$ cat config.mk
export PLATFORM = sky130hd
export DESIGN_NAME = slot_allocator
export DESIGN_NICKNAME = d
export VERILOG_FILES = /design/src/rtl/slot_allocator_pkg.sv /design/src/rtl/slot_allocator_zc.sv /design/src/rtl/slot_allocator.sv
export SDC_FILE = /design/constraint.sdc
export NUM_CORES = 1
export LEC_CHECK = 0
export BUFFER_PORTS_ARGS = -buffer_cell sky130_fd_sc_hd__buf_4
export CORE_MARGIN = 4
export CORE_UTILIZATION = 54
export CTS_CLUSTER_DIAMETER = 100
export DETAILED_ROUTE_END_ITERATION = 10
export PLACE_DENSITY = 0.82
export SKIP_CTS_REPAIR_TIMING = 1
export SLEW_MARGIN = 20
export SYNTH_ARGS = -nofsm -noshare
export SYNTH_HDL_FRONTEND = slang
export SYNTH_SLANG_ARGS = --single-unit
$ cat constraint.sdc
create_clock -name clk -period 3.4 [get_ports clk]
set_clock_uncertainty 0.15 [all_clocks]
set_input_delay 0.51 -clock clk [delete_from_list [all_inputs] [get_ports clk]]
set_output_delay 0.51 -clock clk [all_outputs]
set_load 0.01 [all_outputs]
$ cat src/rtl/slot_allocator_pkg.sv
// Shared definitions for the slot allocator: index width helper, status bit map, mode encoding.
package slot_allocator_pkg;

  // Ceiling log2, used to size slot indices from the slot count.
  function automatic int clog2(input int v);
    int r;
    r = 0;
    while ((1 << r) < v) r++;
    return r;
  endfunction

  // Bit positions of the sticky error flags in the status register.
  localparam int ERR_DOUBLE_FREE_BIT = 0;
  localparam int ERR_OVERFLOW_BIT    = 1;
  localparam int ERR_W               = 2;

  // FLUSH only ever lasts the cycle the flush input is high.
  typedef enum logic {
    MODE_NORMAL = 1'b0,
    MODE_FLUSH  = 1'b1
  } mode_t;

endpackage

$ cat src/rtl/slot_allocator_zc.sv
// zc: first-zero finder. Reports the lowest index holding a 0 and whether any zero exists.
module zc #(
  parameter int N      = 8,
  parameter int ADDR_W = 3
)(
  input  logic [N-1:0]      seq,
  output logic [ADDR_W-1:0] addr,
  output logic              has_zero
);

  // Scan from the top down so the lowest zero wins; addr stays 0 when seq is all ones.
  always_comb begin
    addr     = '0;
    has_zero = 1'b0;
    for (int i = N - 1; i >= 0; i--) begin
      if (!seq[i]) begin
        addr     = ADDR_W'(i);
        has_zero = 1'b1;
      end
    end
  end

endmodule

$ cat src/rtl/slot_allocator.sv
// slot_allocator: occupancy bitmap with lowest-free-slot offer, free port, flush, counters, sticky errors.
module slot_allocator
  import slot_allocator_pkg::*;
#(
  parameter int N      = 8,
  parameter int ADDR_W = clog2(N)
)(
  input  logic              clk,
  input  logic              rst,
  output logic              alloc_valid,
  input  logic              alloc_ready,
  output logic [ADDR_W-1:0] alloc_addr,
  input  logic              free_valid,
  input  logic [ADDR_W-1:0] free_addr,
  input  logic              flush,
  output logic [N-1:0]      occ,
  output logic [ADDR_W:0]   count,
  output logic              full,
  output logic              empty,
  output logic              err_double_free,
  output logic              err_overflow
);

  localparam logic [ADDR_W:0] FULL_CNT = (ADDR_W + 1)'(N);

  logic [N-1:0]     occ_q, occ_nxt;
  logic [ADDR_W:0]  cnt_q, cnt_nxt;
  logic             full_q, empty_q;
  logic [ERR_W-1:0] err_q, err_nxt;
  mode_t            mode;
  logic             alloc_fire, free_hit, double_free, overflow;

  // Offer comes straight from the registered bitmap: a freed slot is never bypassed into the same cycle.
  zc #(.N(N), .ADDR_W(ADDR_W)) u_zc (
    .seq      (occ_q),
    .addr     (alloc_addr),
    .has_zero (alloc_valid)
  );

  // Decode request qualifiers against the current bitmap; a free of an occupied slot can never
  // collide with the offered slot, which is by construction unoccupied.
  always_comb begin
    mode        = flush ? MODE_FLUSH : MODE_NORMAL;
    alloc_fire  = alloc_valid & alloc_ready;
    free_hit    = free_valid & occ_q[free_addr];
    double_free = free_valid & ~occ_q[free_addr];
    overflow    = alloc_ready & ~alloc_valid;
  end

  // Next bitmap, count and error state; flush drops all requests and raises no errors.
  always_comb begin
    occ_nxt = occ_q;
    cnt_nxt = cnt_q;
    err_nxt = err_q;
    case (mode)
      MODE_FLUSH: begin
        occ_nxt = '0;
        cnt_nxt = '0;
      end
      default: begin
        if (alloc_fire) occ_nxt[alloc_addr] = 1'b1;
        if (free_hit)   occ_nxt[free_addr]  = 1'b0;
        if (alloc_fire && !free_hit)      cnt_nxt = cnt_q + 1'b1;
        else if (free_hit && !alloc_fire) cnt_nxt = cnt_q - 1'b1;
        if (double_free) err_nxt[ERR_DOUBLE_FREE_BIT] = 1'b1;
        if (overflow)    err_nxt[ERR_OVERFLOW_BIT]    = 1'b1;
      end
    endcase
  end

  // State register; full/empty are registered from the next count so they track count exactly.
  always_ff @(posedge clk) begin
    if (rst) begin
      occ_q   <= '0;
      cnt_q   <= '0;
      full_q  <= 1'b0;
      empty_q <= 1'b1;
      err_q   <= '0;
    end else begin
      occ_q   <= occ_nxt;
      cnt_q   <= cnt_nxt;
      full_q  <= (cnt_nxt == FULL_CNT);
      empty_q <= (cnt_nxt == '0);
      err_q   <= err_nxt;
    end
  end

  assign occ             = occ_q;
  assign count           = cnt_q;
  assign full            = full_q;
  assign empty           = empty_q;
  assign err_double_free = err_q[ERR_DOUBLE_FREE_BIT];
  assign err_overflow    = err_q[ERR_OVERFLOW_BIT];

endmodule

==> impl_metrics.json <==
{
  "detail_route.wl_per_cell_um": 15.57,
  "switching_share": 0.2568,
  "finalNetCount": 157,
  "grt_pass1_vias": 1045,
  "period_needed_ns": 2.439,
  "syn_inst": 121,
  "clk_path_buf_depth": 2,
  "synth_edf_count": 0,
  "grt_pass1_wl_mm": 4.450,
  "final_common_cell": "buf_4",
  "yosysWarnings": 0,
  "gp_congestion": 0.9226,
  "async_reset_ff_frac": 0,
  "die_height_um": 50.89,
  "rsz0062_at_grt": "no",
  "hold_violations": 0,
  "power.switching_mw": 0.09566,
  "diodes": 0,
  "grt.total_usage": 0.2268,
  "rrSetupSlack_ns": 0.96,
  "power.share.clock": 0.341,
  "yosysTopAreaCell": "dfxtp_1",
  "synth.avg_cell_area_sq_um": 8.210,
  "fin_hold_ws_ns": 0.2505,
  "p_int_mw": 0.2769,
  "status": "complete, no violations",
  "crit_type": "reg2reg",
  "grt_max_degree": 16,
  "cts_tree": "yes",
  "crit_path_end_kind": "register",
  "drt.antenna.violating_nets": 0,
  "synth.distinct_cells": 38,
  "vias_per_cell": 6.135,
  "r2r.worst_path.cells": 6,
  "firstDrtPassIters": 4,
  "maxSlewHeadroom": 0.5711,
  "synthFlopType": "dfxtp_1",
  "dp_hpwl_mm": 2.001,
  "power_frac_comb": 0.135,
  "rows": 15,
  "startpoint_type": "register",
  "fmax_ghz": 0.4100,
  "syn_to_final_growth_pct": 23.93,
  "ys_ff_latch": 16,
  "drtIter0Drc": 22,
  "cts.reportedPaths.clkPinSlew_ns": 0.10,
  "cts_root_buf": "clkbuf_4",
  "die_x_um": 50.89,
  "cp.required_ns": 3.45,
  "worstPathMaxFanout": 15,
  "drt-total-wl_mm": 2.663,
  "dr_total_vias": 1049,
  "portBuffers": 27,
  "report.final.slew_viol_count": 0,
  "clk_latency_ns": 0.29,
  "hold_path.class": "in2reg",
  "grt_remaining_overflow": 0,
  "initial_core_util": 0.5754,
  "ys_seq_area_frac": 0.3224,
  "synth_top_area_frac": 0.3224,
  "ir_worst_vdd_v": 0.0002167,
  "htree_levels": 1,
  "numClockSinks": 16,
  "synth_area_sq_um": 993.5,
  "synth_nets": 131,
  "worst_pin_slew_ns": 0.6433,
  "setup_tns_ns": 0,
  "hold-path-cell-count": 2,
  "p_leak_nw": 0.5259,
  "pin_count": 28,
  "fin_crit_sh": 0.7173,
  "p_per_area_mw_per_mm2": 302.6,
  "fillers": 144,
  "maxCapViolCount": 0,
  "setup_viol": 0,
  "worstPathArrival_ns": 2.49,
  "seqPwrFrac": 0.524,
  "drive_gt1_frac": 0.2397,
  "drc": 0,
  "cts_buffers": 3,
  "die_area_sq_mm": 0.002590,
  "antenna_found_initial": 0,
  "synth_area_leaders": "dfxtp_1, mux2i_1, nand2_1",
  "core-area_sq_mm": 0.001727,
  "layout_common_cells": "buf_4, dfxtp_1, nand2_1"
}
power by group through the flow:
stage | clock network (mW) | logic [mW] | registers, mW
2_1_floorplan | 0 | 0.0284 | 0.199
3_3_place_gp | 0 | 0.0478 | 0.199
3_5_place_dp | 0 | 0.0496 | 0.199
4_1_cts | 0.131 | 0.0497 | 0.195
5_1_grt | 0.138 | 0.0550 | 0.196
6_report | 0.127 | 0.0502 | 0.195
critical path, cell delays in order, from the launching register on:
cell and delay, ns:
dfxtp_1 0.42, mux2i_1 0.20, nor3_1 0.11, o31ai_4 0.61, mux2i_1 0.32, mux2_4 0.34
nor3b_1 0.21
logic make-up (layout without fill, tap and decap cells):
logic type	after synthesis	in the layout	synth area share
and+or+nand+nor	50	50	0.2532
AOI/OAI and AO/OA	32	32	0.2557
DFF	16	16	0.3224
buffers and inverters	13	38	0.05920
muxes	7	7	0.07556
adders and majority gates	2	2	0.02518
xor gates and xnor gates	1	1	0.008818
per-stage QoR:
stage	cell area, sq um	power [mW]	std cells	worst slack, ns	util
2_1_floorplan	993.5	0.2274	121	1.165	-
3_3_place_gp	1195	0.2471	167	0.8280	0.6920
3_5_place_dp	1195	0.2490	167	0.7049	0.6920
4_1_cts	1231	0.3761	171	0.9988	0.7130
5_1_grt	1231	0.3889	171	0.7881	0.7130
6_report	1231	0.3725	171	0.9611	0.7130
routing by layer:
layer / part of all wire / vias up / track usage
met5: 0 / - / 0
met4: 0.0056 / 0 / 0.1076
met3: 0.039 / 2 / 0.03207
met2: 0.53 / 26 / 0.4239
met1: 0.42 / 523 / 0.2491
li1: - / 498 / -
path summary, 6_finish.rpt:
kind / from / to
max: occ[1] / full
max reg2reg: occ[1] / full
min: rst / err_q[0]
min reg2reg: err_q[1] / err_q[1]
area by class of cell:
cell class,count,area (sq um),area share
inverters,7,26.28,0.02134
repair buffers,27,202.7,0.1646
flip-flops and latches,16,320.3,0.2602
clock buffers,4,36.28,0.02947
well taps,25,31.28,0.02541
multi-input cells,92,614.3,0.4990
synth_stat cells (3+ instances only):
| library cell | count |
|---|---|
| a311oi_1 | 3 |
| nand2b_1 | 3 |
| a21oi_1 | 4 |
| dfxtp_1 | 16 |
| clkbuf_1 | 3 |
| nor3_1 | 8 |
| mux2i_1 | 6 |
| o21ai_0 | 4 |
| a31oi_1 | 4 |
| inv_1 | 7 |
| nand2_1 | 14 |
| nor2_1 | 11 |
state kept, by name, indices dropped and copies added, names as in the netlist:
signal  flops
occ         8
count       4
full        1
empty       1
err_q       2
Note: power is estimated with default switching activity, not from simulation.
